[src/rtl/multiword_add_pkg.sv]
// ---------------------------------------------------------------------------
// multiword_add_pkg
// Shared definitions for the multi-word adder controller: the FSM state
// encoding, the default slice width / word count, and a helper that sizes
// the word index register.
// ---------------------------------------------------------------------------
package multiword_add_pkg;

    typedef enum logic [1:0] {
        IDLE = 2'd0,
        RUN  = 2'd1,
        DONE = 2'd2
    } state_t;

    localparam int DEFAULT_N     = 8;
    localparam int DEFAULT_WORDS = 4;

    // Word index width is $clog2(WORDS), but never narrower than one bit so
    // the single-word configuration still has a legal register.
    function automatic int idx_width(input int words);
        return (words > 1) ? $clog2(words) : 1;
    endfunction

endpackage

[src/rtl/multiword_add_ctrl_if.sv]
// ---------------------------------------------------------------------------
// multiword_add_ctrl_if
// Request/result handshake bundle for multiword_add_ctrl.
//   start_valid / start_ready : request handshake carrying a_in, b_in, c_in
//   sum_out                   : {final carry, N*WORDS result bits}
//   done_valid / done_ready   : result handshake
//   busy                      : controller is stepping through the words
// master = requester/consumer side, slave = the adder controller.
// ---------------------------------------------------------------------------
interface multiword_add_ctrl_if #(
    parameter int N     = multiword_add_pkg::DEFAULT_N,
    parameter int WORDS = multiword_add_pkg::DEFAULT_WORDS
);

    logic                 start_valid;
    logic                 start_ready;
    logic [N*WORDS-1:0]   a_in;
    logic [N*WORDS-1:0]   b_in;
    logic                 c_in;
    logic [N*WORDS:0]     sum_out;
    logic                 done_valid;
    logic                 done_ready;
    logic                 busy;

    modport master (
        output start_valid, a_in, b_in, c_in, done_ready,
        input  start_ready, sum_out, done_valid, busy
    );

    modport slave (
        input  start_valid, a_in, b_in, c_in, done_ready,
        output start_ready, sum_out, done_valid, busy
    );

endinterface

[src/rtl/multiword_add_ctrl_adder.sv]
// ---------------------------------------------------------------------------
// N_Bit_Adder
// Combinational N-bit adder slice with carry in and carry out.
//   a, b : N-bit addends
//   cin  : carry in
//   sum  : N-bit sum
//   cout : carry out
// ---------------------------------------------------------------------------
module N_Bit_Adder #(
    parameter int N = 8
) (
    input  logic [N-1:0] a,
    input  logic [N-1:0] b,
    input  logic         cin,
    output logic [N-1:0] sum,
    output logic         cout
);

    assign {cout, sum} = {1'b0, a} + {1'b0, b} + {{N{1'b0}}, cin};

endmodule

[src/rtl/multiword_add_ctrl.sv]
// ---------------------------------------------------------------------------
// multiword_add_ctrl
// Adds two N*WORDS-bit operands plus a carry in, one N-bit word per clock,
// through a single shared N_Bit_Adder slice.
//   clk : clock, all state changes on the rising edge
//   rst : synchronous active-high reset
//   bus : multiword_add_ctrl_if.slave handshake bundle
// Flow: IDLE accepts a request and latches the operands, RUN spends WORDS
// cycles feeding word[idx] through the slice, DONE presents the result until
// the consumer takes it.
// ---------------------------------------------------------------------------
module multiword_add_ctrl
    import multiword_add_pkg::*;
#(
    parameter int N     = DEFAULT_N,
    parameter int WORDS = DEFAULT_WORDS
) (
    input logic                 clk,
    input logic                 rst,
    multiword_add_ctrl_if.slave bus
);

    localparam int            IW       = idx_width(WORDS);
    localparam int            W        = N * WORDS;
    localparam logic [IW-1:0] LAST_IDX = IW'(WORDS - 1);

    state_t        state;
    state_t        next_state;
    logic [IW-1:0] idx;
    logic          carry;
    logic [W-1:0]  a_reg;
    logic [W-1:0]  b_reg;
    logic [W-1:0]  work;
    logic [W:0]    sum_reg;
    logic          accept;
    logic          last_word;
    int            sh;
    logic [N-1:0]  a_word;
    logic [N-1:0]  b_word;
    logic [N-1:0]  slice_sum;
    logic          slice_cout;
    logic [W-1:0]  merged;

    always_ff @(posedge clk) begin
        if (rst) begin
            state <= IDLE;
        end else begin
            state <= next_state;
        end
    end

    // start_ready is high exactly in IDLE, so a request is accepted whenever
    // start_valid is seen there. DONE only hands back to IDLE, which keeps a
    // new accept at least one cycle after the hand-off.
    always_comb begin
        next_state = state;
        accept     = 1'b0;
        last_word  = 1'b0;
        unique case (state)
            IDLE: begin
                if (bus.start_valid) begin
                    accept     = 1'b1;
                    next_state = RUN;
                end
            end
            RUN: begin
                if (idx == LAST_IDX) begin
                    last_word  = 1'b1;
                    next_state = DONE;
                end
            end
            DONE: begin
                if (bus.done_ready) begin
                    next_state = IDLE;
                end
            end
            default: next_state = IDLE;
        endcase
    end

    // Select the current word of each operand by shifting it down to bit 0.
    always_comb begin
        sh     = int'(idx) * N;
        a_word = N'(a_reg >> sh);
        b_word = N'(b_reg >> sh);
    end

    N_Bit_Adder #(
        .N(N)
    ) u_slice (
        .a    (a_word),
        .b    (b_word),
        .cin  (carry),
        .sum  (slice_sum),
        .cout (slice_cout)
    );

    // Partial results accumulate in 'work' so sum_out stays untouched until
    // the final word lands; that word is merged in on the way to sum_out.
    always_comb begin
        merged = (work & ~(W'({N{1'b1}}) << sh)) | (W'(slice_sum) << sh);
    end

    always_ff @(posedge clk) begin
        if (rst) begin
            idx     <= '0;
            carry   <= 1'b0;
            a_reg   <= '0;
            b_reg   <= '0;
            work    <= '0;
            sum_reg <= '0;
        end else if (accept) begin
            a_reg <= bus.a_in;
            b_reg <= bus.b_in;
            carry <= bus.c_in;
            idx   <= '0;
            work  <= '0;
        end else if (state == RUN) begin
            work  <= merged;
            carry <= slice_cout;
            idx   <= idx + 1'b1;
            if (last_word) begin
                sum_reg <= {slice_cout, merged};
            end
        end
    end

    assign bus.start_ready = (state == IDLE);
    assign bus.busy        = (state == RUN);
    assign bus.done_valid  = (state == DONE);
    assign bus.sum_out     = sum_reg;

endmodule

[src/flat_wrapper.sv]
// flat-port wrapper written by rule: the top's interface ports become plain ports
module multiword_add_ctrl_flat import multiword_add_pkg::*;
#(
    parameter int N     = DEFAULT_N,
    parameter int WORDS = DEFAULT_WORDS
)
  (clk, rst, bus_start_valid, bus_a_in, bus_b_in, bus_c_in, bus_done_ready, bus_start_ready, bus_sum_out, bus_done_valid, bus_busy);
  multiword_add_ctrl_if #(.N(N), .WORDS(WORDS)) bus_i ();
  input logic clk;
  input logic rst;
  input wire logic [$bits(bus_i.start_valid)-1:0] bus_start_valid;
  input wire logic [$bits(bus_i.a_in)-1:0] bus_a_in;
  input wire logic [$bits(bus_i.b_in)-1:0] bus_b_in;
  input wire logic [$bits(bus_i.c_in)-1:0] bus_c_in;
  input wire logic [$bits(bus_i.done_ready)-1:0] bus_done_ready;
  output wire logic [$bits(bus_i.start_ready)-1:0] bus_start_ready;
  output wire logic [$bits(bus_i.sum_out)-1:0] bus_sum_out;
  output wire logic [$bits(bus_i.done_valid)-1:0] bus_done_valid;
  output wire logic [$bits(bus_i.busy)-1:0] bus_busy;
  assign bus_i.start_valid = bus_start_valid;
  assign bus_i.a_in = bus_a_in;
  assign bus_i.b_in = bus_b_in;
  assign bus_i.c_in = bus_c_in;
  assign bus_i.done_ready = bus_done_ready;
  assign bus_start_ready = bus_i.start_ready;
  assign bus_sum_out = bus_i.sum_out;
  assign bus_done_valid = bus_i.done_valid;
  assign bus_busy = bus_i.busy;
  multiword_add_ctrl #(.N(N), .WORDS(WORDS)) u_core (.clk(clk), .rst(rst), .bus(bus_i));
endmodule
[config.mk]
export PLATFORM = sky130hd
export DESIGN_NAME = multiword_add_ctrl_flat
export DESIGN_NICKNAME = d
export VERILOG_FILES = /design/src/rtl/multiword_add_pkg.sv /design/src/rtl/multiword_add_ctrl_if.sv /design/src/rtl/multiword_add_ctrl_adder.sv /design/src/rtl/multiword_add_ctrl.sv /design/src/flat_wrapper.sv
export SDC_FILE = /design/constraint.sdc
export NUM_CORES = 1
export LEC_CHECK = 0
export CAP_MARGIN = 20
export CORE_MARGIN = 2
export CORE_UTILIZATION = 50
export CTS_CLUSTER_SIZE = 16
export DETAILED_ROUTE_END_ITERATION = 16
export GPL_ROUTABILITY_DRIVEN = 0
export GPL_TIMING_DRIVEN = 0
export PLACE_DENSITY = 0.83
export SLEW_MARGIN = 10
export SYNTH_ARGS = -nofsm -noshare
export SYNTH_HDL_FRONTEND = slang
export SYNTH_HIERARCHICAL = 1
export SYNTH_SLANG_ARGS = --single-unit
[constraint.sdc]
create_clock -name clk -period 3.8 [get_ports clk]
set_input_delay 0.38 -clock clk [delete_from_list [all_inputs] [get_ports clk]]
set_output_delay 0.38 -clock clk [all_outputs]
set_load 0.05 [all_outputs]
; ---- Word level (Yosys, flattened, before mapping)
; Cells that the tools add are included.
[totals]
word_cells = 39
output_inout_bits = 36
ff_bits = 134
[classes]
n_addsub = 3
mux = 10
reduce_logical = 5
bitwise = 4
n_eq_ne = 6
n_shift = 4
[ops]
columns = op, n
row1 = $shr 32x5->8, 2
row2 = $and 32x32->32, 1
row3 = $not 32->32, 1
row4 = $or 32x32->32, 1
row5 = $shl 8x5->32, 1
row6 = $shl 8x5->32 const A, 1
row7 = $add 8x8->9, 1
row8 = $add 9x1->9, 1
row9 = $mux 1, 6
row10 = $mux 2, 3
row11 = $pmux 2 s3, 1
row12 = $reduce_and 3->1, 2
row13 = $eq 2x2->1 const B, 2
row14 = $ne 2x2->1 const B, 2
row15 = $add 2x1->2 const B, 1
row16 = $eq 2x1->1 const B, 1
row17 = $logic_not 2->1, 1
row18 = $ne 2x1->1 const B, 1
row19 = $reduce_bool 2->1, 1
row20 = $reduce_or 2->1, 1
row21 = $not 1->1, 1

; ---- Logic depth before layout (Yosys ltp)
[logic_depth]
word_depth = 5
depth_mapped = 11

; ---- By module
; The synthesis kept the hierarchy.
[modules_own_cells]
columns = module, area_each_um2, seq_area_each_um2, cells_per_inst, n_inst
row1 = multiword_add_ctrl, 5172.5, 2522.4, 578, 1
row2 = N_Bit_Adder, 331.6, 0.0, 40, 1

; ---- Least setup slack after synthesis
; Ideal clock, no wire load.
[synth_path]
kind = reg-to-reg
from = register u_core.idx[0]
to = register u_core.sum_reg[20], in the netlist u_core/bus.sum_out[20]
required_time_ns = 3.667
setup_slack_ns = 0.751
arrival_time_ns = 2.916
period_less_slack_ns = 3.049
stages_incl_launch_ff = 12
n_path_buf = 3
cell_sequence = dfxtp_1 buf_2 buf_4 mux4_2 fa_1 fa_1 a21oi_1 o21bai_1 xor2_1 clkbuf_1 a221oi_1 nor3_1
[synth_via]
elab_chain_len = 5
elab_cells_between_ends = 13
classes_between = 2 x add/sub / 1 x eq/ne / 4 x shift / 2 x mux / 3 x bitwise / 1 x reduce/logical
[synth_rtl]
columns = element, line
row1 = from (decl), multiword_add_ctrl.sv:29  ; logic [IW-1:0] idx;
row2 = from (signal assigned), multiword_add_ctrl.sv:121  ; idx <= idx + 1'b1;
row3 = $shr 32x5->8, multiword_add_ctrl.sv:85  ; b_word = N'(b_reg >> sh);
row4 = net u_core.b_word[0], multiword_add_ctrl.sv:39  ; logic [N-1:0] b_word;
row5 = $add 8x8->9, multiword_add_ctrl_adder.sv:19  ; assign {cout, sum} = {1'b0, a} + {1'b0, b} + {{N{1'b0}}, cin};
row6 = $add 9x1->9, multiword_add_ctrl_adder.sv:19
row7 = net u_core.slice_sum[4], multiword_add_ctrl.sv:40  ; logic [N-1:0] slice_sum;
row8 = $shl 8x5->32, multiword_add_ctrl.sv:101  ; merged = (work & ~(W'({N{1'b1}}) << sh)) | (W'(slice_sum) << sh);
row9 = $or 32x32->32, multiword_add_ctrl.sv:101
row10 = to (signal assigned), multiword_add_ctrl.sv:123  ; sum_reg <= {slice_cout, merged};
row11 = to (decl), multiword_add_ctrl.sv:34  ; logic [W:0] sum_reg;
; The timed path passes the listed nets, and every way through them passes these cells.
; A chain may end at the register's enable or synchronous reset.

; ---- Worst setup path after layout
[layout_path]
from = register u_core.idx[1]
to = register u_core.sum_reg[20], in the netlist u_core/bus.sum_out[20]
; The elaborated chain is that of the path after synthesis.

==> impl_metrics.json <==
{
  "syn2layout_area_growth_pct": 32.3,
  "io_pins": 105,
  "n_antenna_cell": 0,
  "use_met3_pct": 7.05,
  "synth_area_um2": 5500,
  "drv_cap": 0,
  "coreArea_um2": 10800,
  "grt_use_met2_pct": 44.2,
  "antenna_left": 0,
  "ys_ff_latch": 126,
  "vias": 5015,
  "worst_slack_ns": 0.172,
  "yosysWarnings": 6,
  "wl_per_cell_um": 16.6,
  "reg2reg_depth": 11,
  "reg2reg_to": "u_core/bus.sum_out[20]$_SDFFE_PP0P_",
  "syn_avg_cell_area_um2": 8.91,
  "clkPwrFrac_pct": 45.4,
  "relSlewSlack_pct": 58.0,
  "hpwl_um": 10700,
  "final_cells": 893,
  "die_h_um": 109,
  "cts_tree": "done",
  "hp-class": "in2reg",
  "power_density_nw_per_um2": 465,
  "synth_nets": 700,
  "period_needed_ns": 3.63,
  "drc_errors": 0,
  "routed_via_density": 5.62,
  "start_kind": "flip-flop",
  "numCtsBuffers": 17,
  "setup_tns_ns": 0,
  "cp_data_arrival_time_ns": 4.02,
  "ir_drop_uv": 308,
  "cts.clk_slew.worst_paths_ns": 0.06,
  "rsz0062_at_grt": "no",
  "ys_types": 43,
  "drv_slew": 0,
  "grt_usage_pct": 26.3,
  "nets": 823,
  "synth.top_cell.area_share_pct": 45.8,
  "min_from": "bus_b_in[5]",
  "setup_viol": 0,
  "use_met1_pct": 30.5,
  "clock_skew_ns": 0.00741,
  "grt_busiest_layer": "met2",
  "hold_depth": 3,
  "h-tree-depth": 4,
  "grt_pass1_wl_um": 23700,
  "drt_iter0_markers": 346,
  "yosysSeqAreaShare_pct": 45.8,
  "synth_common_cells": "140 x nand2_1, 126 x dfxtp_1, 79 x a21oi_1",
  "antenna_found_initial": 0,
  "path_class": "reg2reg",
  "yosysMostFrequentCell": "nand2_1",
  "synth_edf_count": 0,
  "grt_pass1_vias": 5031,
  "tightest_slew_ns": 0.630,
  "async_flop_share_pct": 0,
  "status": "finished clean",
  "row_count": 38,
  "die_w_um": 109,
  "reg2reg_from": "u_core/idx[1]$_SDFFE_PP0N_",
  "place_ws_ns": 0.147,
  "hold_viol": 0,
  "min_to": "u_core/b_reg[5]$_SDFFE_PP0P_",
  "grt_overflow_total": 0,
  "internal_power_w": 0.00253,
  "synth_top_area_cell": "dfxtp_1",
  "largest_register_ffs": 33,
  "cp.required_ns": 4.20,
  "root_buffer": "clkbuf_8",
  "cts_hold_buf": 0,
  "drtPass1Iterations": 5,
  "drive_above_1_share_pct": 11.8,
  "cp_max_fo": 10,
  "hold_ws_ns": 0.394,
  "netlist_instances": 618,
  "die-area_um2": 11900,
  "power_frac_comb_pct": 13.3,
  "p_switching_w": 0.000862,
  "dp.cells": 862,
  "synth.area.top_cells": "dfxtp_1 46%, nand2_1 9.5%, a21oi_1 7.2%",
  "synth-main-ff-cell": "dfxtp_1",
  "drt_wl_total_um": 14800,
  "clockBufferDepth": 2,
  "start_util_pct": 51.0,
  "seqPwrFrac_pct": 41.3,
  "max_freq_mhz": 276,
  "port_buffers": 104,
  "p_sw_share_pct": 25.4,
  "grt_max_degree": 17,
  "fin_crit_sh_pct": 95.5,
  "critPathCaptureType": "flip-flop",
  "r2r_setup_slack_ns": 0.17,
  "power.leakage_nw": 2.75,
  "insertion_delay_ns": 0.53,
  "numClockSinks": 126
}
power groups by stage:
stage               logic [W]  registers, W  clock network [W]
floorplan            0.000275       0.00142                  0
global placement     0.000425       0.00142                  0
detailed placement   0.000441       0.00143                  0
CTS                  0.000445       0.00140            0.00156
global route         0.000485       0.00140            0.00160
finish               0.000452       0.00140            0.00154
cells in the final DEF (no fill, tap or decap), types with 2 or more instances in the layout:
| master | synthesis | layout |
|---|---|---|
| buf_6 | 13 | 13 |
| nor2b_1 | 5 | 5 |
| xor2_1 | 2 | 2 |
| nand3_1 | 10 | 10 |
| a22oi_1 | 24 | 24 |
| ha_1 | 11 | 11 |
| nand2_1 | 140 | 140 |
| bufinv_16 | 0 | 2 |
| clkdlybuf4s50_1 | 0 | 104 |
| inv_1 | 7 | 7 |
| a311o_1 | 2 | 2 |
| a21oi_1 | 79 | 79 |
| nor3_1 | 25 | 25 |
| and4bb_2 | 2 | 2 |
| nand3b_1 | 4 | 4 |
| fa_1 | 2 | 2 |
| a221oi_1 | 24 | 24 |
| buf_4 | 8 | 8 |
| nor2_1 | 52 | 52 |
| clkbuf_16 | 0 | 16 |
| mux2i_1 | 2 | 2 |
| clkbuf_1 | 26 | 26 |
| clkbuf_8 | 0 | 3 |
| xnor2_1 | 3 | 3 |
| dfxtp_1 | 126 | 126 |
| buf_2 | 11 | 11 |
| mux4_2 | 16 | 16 |
| clkinv_4 | 0 | 2 |
| clkinv_2 | 0 | 6 |
| nand2b_1 | 4 | 4 |
| a21o_1 | 2 | 2 |
through the flow:
step           total power, W  util (%)  cell area [um2]
5_1_grt               0.00349      67.5             7280
2_1_floorplan         0.00169         -             5500
3_3_place_gp          0.00185      62.3             6720
6_report              0.00339      67.5             7280
4_1_cts               0.00340      67.5             7280
3_5_place_dp          0.00187      62.3             6720
critical path, cell delays in order (launching register included):
cell and delay (ns):
dfxtp_1 0.49, buf_4 0.28, buf_2 0.30, mux4_2 0.37
fa_1 0.47, fa_1 0.43, a21oi_1 0.22, o21bai_1 0.10
xor2_1 0.14, clkbuf_1 0.24, a221oi_1 0.36, nor3_1 0.09
layer usage:
| metal | part of all wire [%] | vias up | wire, um |
|---|---|---|---|
| met1 | 40 | 2337 | 5990 |
| li1 | - | 2396 | - |
| met5 | 0 | - | 0 |
| met3 | 7.4 | 44 | 1100 |
| met2 | 49 | 238 | 7190 |
| met4 | 3.5 | 0 | 520 |
timing repair:
action                                  4_1_cts  5_1_grt
buffers inserted                              0        0
resized for setup                             0        2
endpoints found under the setup margin        0        2
kinds of logic after synthesis:
| kind of cell | count (synthesis) | synth area share [%] |
|---|---|---|
| compound gates | 138 | 16.0 |
| fa+ha+maj | 13 | 3.23 |
| xor+xnor | 5 | 0.796 |
| flops | 126 | 45.8 |
| buf+inv | 67 | 7.14 |
| mux | 18 | 6.91 |
| simple gates | 251 | 20.1 |
worst max path at each step:
stage	start	endpoint	cells after the start
finish	u_core/idx[1]$_SDFFE_PP0N_	u_core/bus.sum_out[20]$_SDFFE_PP0P_	11
global route	u_core/idx[1]$_SDFFE_PP0N_	u_core/bus.sum_out[4]$_SDFFE_PP0P_	11
CTS	u_core/idx[1]$_SDFFE_PP0N_	u_core/bus.sum_out[22]$_SDFFE_PP0P_	11
detailed placement	u_core/idx[1]$_SDFFE_PP0N_	u_core/bus.sum_out[22]$_SDFFE_PP0P_	11
global placement	u_core/idx[1]$_SDFFE_PP0N_	u_core/bus.sum_out[22]$_SDFFE_PP0P_	11
floorplan	u_core/idx[0]$_SDFFE_PP0N_	u_core/bus.sum_out[20]$_SDFFE_PP0P_	11
area by class of cell:
class | count | area [um2]
plain buffers | 59 | 364
multi-input cells | 425 | 2590
flip-flops and latches | 126 | 2520
well taps | 140 | 175
fillers | 880 | 3510
clock inverters | 11 | 116
inverters | 8 | 30.0
repair buffers | 104 | 1040
clock buffers | 20 | 445
No activity file was read; power rests on OpenSTA's default activity.
==> RTL edit, RTL diff (same flow settings) <==
The package constant `DEFAULT_N` goes from 8 to 4.
--- a/src/rtl/multiword_add_pkg.sv
+++ b/src/rtl/multiword_add_pkg.sv
@@ -12,7 +12,7 @@
         DONE = 2'd2
     } state_t;
 
-    localparam int DEFAULT_N     = 8;
+    localparam int DEFAULT_N     = 4;
     localparam int DEFAULT_WORDS = 4;
 
     // Word index width is $clog2(WORDS), but never narrower than one bit so
Interface: changed (resized bus_a_in, bus_b_in and bus_sum_out); port bits go from 105 to 57. No check against the original RTL was run, so the function may have changed too.
==> RTL edit against the original RTL <==
Sequential cell count fell by 60. Synthesized cell count fell by 47%. Setup slack improved by 470 ps. Power shrank 54%. Count of clock-buffer cells in the layout fell by 9. Routed wire length is 53% lower. Synthesized area shrank 48%. Final area fell by 49%. Highest routed layer unchanged.
==> RTL edit: results (changes against the original RTL) <==
- Worst hold-check path type: reg -> reg (was in -> reg)
- Global-route wire length before repair: 11,200 um (was 23,700 um)
- Leakage power: 1.39 nW (was 2.75 nW)
- Met3 global-route usage: 0.0611 (was 0.0705)
- Setup slack on the worst flop-to-flop path: 650 ps (was 170 ps)
- Layout Nets: 442 (was 823)
- Endpoint, Worst Hold: u_core/bus.sum_out[12]$_SDFFE_PP0P_ (was u_core/b_reg[5]$_SDFFE_PP0P_)
- Cell depth of the worst hold path: 2 (was 3)
- Port-buffer cells: 55 (was 104)
- Outcome: complete, no violations (unchanged)
- GRT met2 Usage: 0.387 (was 0.442)
- Leading cell types by total area after synthesis: sky130_fd_sc_hd__dfxtp_1 46%, sky130_fd_sc_hd__nand2_1 9.8%, sky130_fd_sc_hd__a21oi_1 9.2% (was sky130_fd_sc_hd__dfxtp_1 46%, sky130_fd_sc_hd__nand2_1 9.5%, sky130_fd_sc_hd__a21oi_1 7.2%)
- Met1 routing resource usage after global routing: 0.284 (was 0.305)
- Maximum VDD drop: 0.282 mV (was 0.308 mV)
- Detailed placement HPWL: 4850 um (was 10,700 um)
- Leading post-synthesis cells by instance count: 75 x sky130_fd_sc_hd__nand2_1, 66 x sky130_fd_sc_hd__dfxtp_1, 53 x sky130_fd_sc_hd__a21oi_1 (was 140 x sky130_fd_sc_hd__nand2_1, 126 x sky130_fd_sc_hd__dfxtp_1, 79 x sky130_fd_sc_hd__a21oi_1)
- Total via count in the routed design: 2,489 (was 5,015)
- Vias in the first global route: 2,424 (was 5,031)
- Depth of the worst register-to-register path: 9 (was 11)
- Arrival time at the worst endpoint: 3380 ps (was 4020 ps)
- Worst clock skew: 6.99 ps (was 7.41 ps)
- Critical path's largest stage delay: 470 ps (was 490 ps)
- Count of cell types in the netlist: 29 (was 43)
- Gr usage total: 0.231 (was 0.263)
- Clock latency on the worst-skew pair: 330 ps (was 530 ps)
- Depth of the CTS H-tree: 3 (was 4)
- Worst Hold Launch: u_core/bus.sum_out[12]$_SDFFE_PP0P_ (was bus_b_in[5])
- Largest net degree at the start of global routing: 12 (was 17)
- Worst reg2reg endpoint: u_core/work[6]$_SDFFE_PP0N_ (was u_core/bus.sum_out[20]$_SDFFE_PP0P_)
- Total wire length: 6900 um (was 14,800 um)
- Flip-flop count of the largest register after layout: 17 (was 33)
- Actual slew at the worst max-slew pin: 549 ps (was 630 ps)
- Layout cell share with drive strength beyond 1: 0.115 (was 0.118)
- Number of buffers created by CTS: 9 (was 17)
- Cell with the largest stage delay on the worst path: sky130_fd_sc_hd__buf_1 (was sky130_fd_sc_hd__dfxtp_1)
- Sequential cell area fraction in the yosys report: 0.459 (was 0.458)
- Post-Place Cell Area: 3520 sq um (was 6720 sq um)
- Drt pass-1 iters: 4 (was 5)
- Cell Pwr Density: 419 nW/um^2 (was 465 nW/um^2)
## RTL edit: through the flow
stage	hold slack [ps]	util	instances	worst slack, ps	total power (W)
2_1_floorplan	433	-	330	1260	0.000895
3_3_place_gp	438	0.636	457	764	0.000974
3_5_place_dp	447	0.636	457	732	0.000980
4_1_cts	456	0.673	473	674	0.00157
5_1_grt	475	0.673	473	526	0.00162
6_report	455	0.673	473	646	0.00156
## RTL edit: worst max-delay path, delay by kind of cell, from the launching register on
kind	cells	cell delay [ps]
buf+inv	3	790
fa+ha+maj	2	610
compound gates	2	480
xor+xnor	1	470
flops	1	350
mux	1	330
## RTL edit: cell families after synthesis
group                      after synthesis  synth area share
DFF                                     66             0.459
and+or+nand+nor                        131             0.202
adders and majority gates                9            0.0443
buffers and inverters                   32            0.0595
AOI/OAI and AO/OA                       82             0.167
xor gates and xnor gates                 2           0.00608
muxes                                    8            0.0625
## RTL edit: metal layers
metal | up-vias | share of wire
li1 | 1251 | -
met5 | - | 0
met2 | 85 | 0.49
met4 | 0 | 0.013
met3 | 11 | 0.057
met1 | 1142 | 0.44
## RTL edit: where the power goes
part	internal, W	switching [W]
sequential	0.000723	0.0000163
clock	0.000335	0.000257
combinational	0.000102	0.000128
total	0.00116	0.000401
## RTL edit: final cells by class
cell class,count,area [sq um]
clock inverter,5,52.6
sequential,66,1320
inverter,7,26.3
buffer,25,145
fill,466,1810
clock buffer,11,151
tap,72,90.1
multi-input combinational,232,1390
timing repair buffer,55,551
## RTL edit: worst max path at each step
stage                                from                      endpoint  slack, ps  cells past startpoint
5_1_grt        u_core/idx[1]$_SDFFE_PP0N_  u_core/work[10]$_SDFFE_PP0N_        530                      9
3_3_place_gp   u_core/idx[1]$_SDFFE_PP0N_   u_core/work[7]$_SDFFE_PP0N_        760                      9
6_report       u_core/idx[1]$_SDFFE_PP0N_   u_core/work[6]$_SDFFE_PP0N_        650                      9
2_1_floorplan  u_core/idx[1]$_SDFFE_PP0N_   u_core/work[5]$_SDFFE_PP0N_       1260                      9
3_5_place_dp   u_core/idx[1]$_SDFFE_PP0N_   u_core/work[3]$_SDFFE_PP0N_        730                      9
4_1_cts        u_core/idx[1]$_SDFFE_PP0N_   u_core/work[2]$_SDFFE_PP0N_        670                      9
